===== config.mk =====
export PLATFORM = sky130hd
export DESIGN_NAME = i2c_fifo
export DESIGN_NICKNAME = d
export VERILOG_FILES = /design/src/rtl/i2c_fifo.sv
export SDC_FILE = /design/constraint.sdc
export NUM_CORES = 1
export LEC_CHECK = 0
export CAP_MARGIN = 20
export CORE_MARGIN = 2
export CORE_UTILIZATION = 30
export CTS_CLUSTER_DIAMETER = 150
export CTS_CLUSTER_SIZE = 14
export DETAILED_ROUTE_END_ITERATION = 8
export DONT_BUFFER_PORTS = 1
export GPL_ROUTABILITY_DRIVEN = 0
export PLACE_DENSITY = 0.47
export SYNTH_ARGS = -nofsm -noshare
export SYNTH_HDL_FRONTEND = slang
export SYNTH_SLANG_ARGS = --single-unit

===== constraint.sdc =====
create_clock -name clk -period 5.7 [get_ports clk]
set_input_delay 1.14 -clock clk [delete_from_list [all_inputs] [get_ports clk]]
set_output_delay 1.14 -clock clk [all_outputs]
set_load 0.005 [all_outputs]

===== src/rtl/i2c_fifo.sv =====
// Single-clock DEPTH x 1-bit FIFO for buffering serial I2C address/data bits.
// Registered read data, plus one-cycle overflow/underflow pulses for rejected requests.
module i2c_fifo #(
    parameter int unsigned DEPTH = 16,
    parameter int unsigned AW    = 4
) (
    input  logic          clk,
    input  logic          rst,
    input  logic          wr_en,
    input  logic          rd_en,
    input  logic          addr_data,
    output logic          data_out,
    output logic          empty,
    output logic          full,
    output logic [AW:0]   count,
    output logic          overflow,
    output logic          underflow
);

    logic [DEPTH-1:0] mem_q, mem_d;
    logic [AW-1:0]    wptr_q, wptr_d;
    logic [AW-1:0]    rptr_q, rptr_d;
    logic [AW:0]      count_q, count_d;
    logic             data_out_q, data_out_d;
    logic             overflow_q, overflow_d;
    logic             underflow_q, underflow_d;
    logic             wr_ok, rd_ok;

    assign empty = (count_q == '0);
    assign full  = (count_q == (AW+1)'(DEPTH));

    // A write into a full FIFO is still accepted when a read frees a slot on the same edge.
    assign wr_ok = wr_en && (!full || rd_en);
    assign rd_ok = rd_en && !empty;

    always_comb begin
        mem_d       = mem_q;
        wptr_d      = wptr_q;
        rptr_d      = rptr_q;
        count_d     = count_q;
        data_out_d  = data_out_q;
        overflow_d  = wr_en && !wr_ok;
        underflow_d = rd_en && !rd_ok;

        if (wr_ok) begin
            mem_d[wptr_q] = addr_data;
            wptr_d        = wptr_q + AW'(1);
        end

        if (rd_ok) begin
            data_out_d = mem_q[rptr_q];
            rptr_d     = rptr_q + AW'(1);
        end

        unique case ({wr_ok, rd_ok})
            2'b10:   count_d = count_q + (AW+1)'(1);
            2'b01:   count_d = count_q - (AW+1)'(1);
            default: count_d = count_q;
        endcase
    end

    always_ff @(posedge clk) begin
        if (rst) begin
            wptr_q      <= '0;
            rptr_q      <= '0;
            count_q     <= '0;
            data_out_q  <= 1'b0;
            overflow_q  <= 1'b0;
            underflow_q <= 1'b0;
        end else begin
            mem_q       <= mem_d;
            wptr_q      <= wptr_d;
            rptr_q      <= rptr_d;
            count_q     <= count_d;
            data_out_q  <= data_out_d;
            overflow_q  <= overflow_d;
            underflow_q <= underflow_d;
        end
    end

    assign data_out  = data_out_q;
    assign count     = count_q;
    assign overflow  = overflow_q;
    assign underflow = underflow_q;

endmodule


# == Word level (Yosys, flattened, before mapping) ==
# Index checks and enable logic that the tools add are counted.
# W data, S select, Z words.
# word_totals
regBits,32
in_bits,5
elab_cells,37
# op_classes
add_sub_neg,4
order_cmp,3
n_eq_ne,3
mux,6
bitwise_logic,1
n_reduce_logical,13
# ops
op,count
$bwmux W16,1
$lt A4 B5 Y1 const B,2
$pmux W5 S2,1
$add A4 B1 Y4 const B,2
$add A5 B1 Y5 const B,1
$eq A5 B5 Y1 const B,1
$logic_and A1 B1 Y1,5
$logic_not A5 Y1,1
$sub A5 B1 Y5 const B,1
$bmux W1 S4,1
$demux W1 S4,1
$ge A4 B1 Y1 const B,1
$logic_not A1 Y1,4
$eq A2 B1 Y1 const B,1
$eq A2 B2 Y1 const B,1
$mux W1,2
$reduce_and A2 Y1,1
$reduce_bool A2 Y1,1
$logic_or A1 B1 Y1,1
$not A1 Y1,1

# == Logic depth before layout (Yosys ltp) ==
# logic_depth
word_depth,6
depth_mapped,11
depth_no_buf,11

# == Worst setup path before layout ==
# OpenSTA, ideal clock, no wires.
# synth_timing
kind,input -> register
start,input rd_en
end,"register count_q[4], in the netlist count[4]"
setup_time_ns,0.121
arrival_time_ns,3.305
required_ns,5.579
setup_slack_ns,2.275
stages,10
path_cell_list,or3_4 -> nand2_2 -> ha_1 -> inv_1 -> fa_1 -> nor2b_1 -> o21ai_0 -> nand3_1 -> or3b_2 -> mux2_2
# synth_via
elab_chain_len,4
word_cells_on_any_way,7
# synth_lines
element,line_no,rtl
"start, declared",10,"input logic rd_en,"
$logic_or A1 B1 Y1,33,assign wr_ok = wr_en && (!full || rd_en);
$logic_and A1 B1 Y1,33,
$eq A2 B1 Y1 or $eq A2 B2 Y1 (tied branches),55,"unique case ({wr_ok, rd_ok})"
$pmux W5 S2 or $reduce_bool A2 Y1 (tied branches),--,
"end signal, assigned",74,count_q <= count_d;
"end, declared",23,"logic [AW:0] count_q, count_d;"
# Several ways; a longest one is shown, not always the timed one.
# A chain may end at the register's enable or synchronous reset.

# == Worst setup path in the final report ==
# layout_timing
start,"register count_q[1], in the netlist count[1]"
end,"register count_q[4], in the netlist count[4]"
# layout_via
elab_chain_len,6
word_cells_on_any_way,13
# layout_lines
element,line_no,rtl
$eq A5 B5 Y1,30,assign full = (count_q == (AW+1)'(DEPTH));
$logic_not A1 Y1,33,
$logic_or A1 B1 Y1,33,
$logic_and A1 B1 Y1,33,
$eq A2 B1 Y1 or $eq A2 B2 Y1 (tied branches),55,
$pmux W5 S2 or $reduce_bool A2 Y1 (tied branches),--,
# Several ways; a longest one is shown, not always the timed one.

==> flow_metrics.py <==
metrics = {
    "floorplanning": {
        "die_w_um": 76.6,
        "core-area_um2": 5110,
        "die_h_um": 76.6,
        "design.die.area_um2": 5870,
        "placement_rows": 26,
        "boundaryPins": 15,
        "effective_utilization_at_floorplan_pct": 31.0,
    },
    "yosys": {
        "synth_fp_nets": 159,
        "synthTopCellsByArea": "edfxtp_1, dfxtp_1, ha_1",
        "netlist.top_cell.by_area": "edfxtp_1",
        "post-synth-top-area-fraction_pct": 30.4,
        "synthesized_netlist_cell_count": 144,
        "synth-async-reset-ratio_pct": 0,
        "post_synth.cell_area_avg_um2": 11.0,
        "synth_seq_area_share_pct": 50.6,
        "synth_seq_cells": 32,
        "synth-edff-count": 16,
        "post_synth_num_cell_types": 35,
        "postSynth.topFlopCell": "edfxtp_1",
        "syn_std_cell_area_um2": 1580,
        "ys_warn_count": 0,
    },
    "cells_and_area": {
        "utilization_pct": 34.1,
        "antennaDiodeCount": 0,
        "finish.net_count": 159,
        "fillCellCount": 543,
        "drive_above_1_share_pct": 15.2,
        "area_growth_syn_to_layout_pct": 10.0,
        "seqCellArea_um2": 801,
        "finish.cell_count_without_fillers": 215,
        "multi_input_comb_area_um2": 722,
    },
    "min_path": {
        "hold_class": "flop to flop",
        "worst_hold_depth": 2,
        "hold_path.startpoint": "rptr_q[1]",
        "hold_end": "data_out",
    },
    "global_routing": {
        "global_route_overflow": 0,
        "grt_use_met3_pct": 3.32,
        "grt_antenna_before_repair": 0,
        "grt_util_met2_pct": 17.9,
        "grt_usage_pct": 10.7,
        "grt.met1_usage_pct": 12.8,
        "grt_start_max_net_pins": 20,
        "grt_pass1_vias": 1039,
        "grt-busiest-layer": "met2",
        "first_pass_grt_wire_length_um": 4930,
    },
    "critical_path": {
        "crit-reg2reg-launch": "count[1]",
        "worstPathArrival_ns": 3.56,
        "regToRegSetupSlack_ns": 2.30,
        "critical_path_class": "flop to flop",
        "launching_element_type_of_the_critical_path": "flop",
        "critical_path_peak_fanout": 5,
        "r2r-end": "count[4]",
        "cp_data_required_time_ns": 5.86,
        "rr_worst_depth": 11,
        "critPathCaptureType": "flop",
    },
    "detailed_routing": {
        "number_of_nets_still_failing_antenna_checks_after_routing": 0,
        "dr_total_vias": 998,
        "drt_iter0_drc": 16,
        "dr_drc_count": 0,
        "route.detailed.wl_per_inst_um": 13.0,
        "via_per_inst": 4.64,
        "drt-total-wl_um": 2790,
        "drt_pass1_iterations": 4,
    },
    "timing": {
        "worstMarginPinSlew_ns": 0.371,
        "totalNegativeSetupSlack_ns": 0,
        "timing_hold_violations_final": 0,
        "max_slew_margin_pct": 75.2,
        "rsz0062_at_grt": "false",
        "fin_crit_sh_pct": 59.6,
        "setup-violations-final": 0,
        "min_cycle_time_layout_ns": 3.40,
        "finalClockSkew_ns": 0.00328,
        "max_clock_freq_mhz": 294,
        "drv_slew": 0,
    },
    "power_and_ir_drop": {
        "power.leakage_nw": 0.642,
        "p_total_uw": 686,
        "largest_voltage_drop_on_the_vdd_net_uv": 172,
        "power_density_nw_per_um2": 394,
    },
    "clock_network": {
        "clk_transition_reported_paths_ns": 0.06,
        "clock_tree.htree_level_count": 2,
        "clock-sinks": 32,
        "cts_tree": "built",
        "cts_resized": 0,
        "cts_max_path_bufs": 2,
        "cts_made_buffers": 5,
        "cts_setup_buffers": 0,
        "clkLatencyLatePin_ns": 0.27,
        "post_cts_hold_buffer_count": 0,
        "cts_root_buffer": "clkbuf_8",
    },
    "placed_design": {
        "buffer_ports.inserted": 0,
        "placedCellCount": 207,
        "detailedPlacementHpwl_um": 2080,
    },
    "job": {
        "drv.max_cap_violation_count": 0,
    },
    "run_status": {
        "run_status": "complete, no violations",
    },
}
cells by family after synthesis:
kind of cell    count (synthesis)  synth area share [%]
compound gates                 12                  4.19
xor+xnor                        7                  3.88
fa+ha+maj                      10                  8.39
buf+inv                        15                  3.72
flops                          32                  50.6
mux                             9                  8.94
simple gates                   59                  20.3
worst max-delay path by stage:
stage / startpoint / depth (start not counted) / end / slack, ns
after floorplan: rd_en / 10 / count[4] / 2.27
after global placement: rd_en / 10 / count[4] / 2.20
after detailed placement: rd_en / 10 / count[4] / 2.11
after CTS: count[1] / 11 / count[4] / 2.29
after global routing: count[1] / 11 / count[4] / 2.12
final: count[1] / 11 / count[4] / 2.30
cells in the mapped netlist, types with 2 or more instances:
library cell,count
edfxtp_1,16
nand3_1,5
a21oi_1,7
clkbuf_1,3
ha_1,9
mux4_2,4
nor2_1,29
xor2_1,4
nor2b_1,2
nand2_1,3
xnor2_1,3
dfxtp_1,16
mux2i_1,4
nand2b_1,2
buf_1,2
buf_2,2
nor3_1,5
nand2_4,4
inv_1,8
critical path: stages (launching register included):
cell and delay (ns):
dfxtp_1 0.37, or4_4 0.60, or3_4 0.38, nand2_2 0.13, ha_1 0.23, inv_1 0.10, fa_1 0.38, nor2b_1 0.16
o21ai_0 0.12, nand3_1 0.10, or3b_2 0.44, mux2_2 0.27
through the flow:
step / cell area, µm² / hold WS, ns / setup WS, ns
floorplan: 1580 / 0.482 / 2.27
global placement: 1640 / 0.516 / 2.20
detailed placement: 1640 / 0.521 / 2.11
CTS: 1740 / 0.534 / 2.29
global route: 1740 / 0.569 / 2.12
finish: 1740 / 0.535 / 2.30
layer usage:
layer | routed length [µm] | part of all wire, %
met4 | 42 | 1.5
met5 | 0 | 0
met2 | 1370 | 49
met1 | 1280 | 46
met3 | 102 | 3.7
registers in the layout, summed over array words and instances, names as in the netlist:
| signal | cells |
|---|---|
| overflow | 1 |
| data_out | 1 |
| count | 5 |
| underflow | 1 |
| mem_q | 16 |
| wptr_q | 4 |
| rptr_q | 4 |
cell usage in the layout, fill, tap and decap left out, drive strengths merged, types with 2 or more instances in the layout:
cell and n:
or3 2, inv 8, nand3 5, nor2 29, ha 9, edfxtp 16, xor2 4, clkbuf 8
nor2b 2, nor3 5, mux2i 4, o21ai 2, mux4 4, xnor2 3, nand2b 2, a21oi 7
dfxtp 16, nand2 8
cell type report:
class | instances | share of cell area [%]
clock buffer | 8 | 5.75
multi-input combinational | 97 | 41.5
tap | 70 | 5.03
inverter | 8 | 1.73
sequential | 32 | 46.0
where the power goes:
group | internal, mW | switching [mW]
clock | 0.110 | 0.0751
combinational | 0.0900 | 0.106
sequential | 0.268 | 0.0360
total | 0.469 | 0.217
No activity file was read; power rests on OpenSTA's default activity.
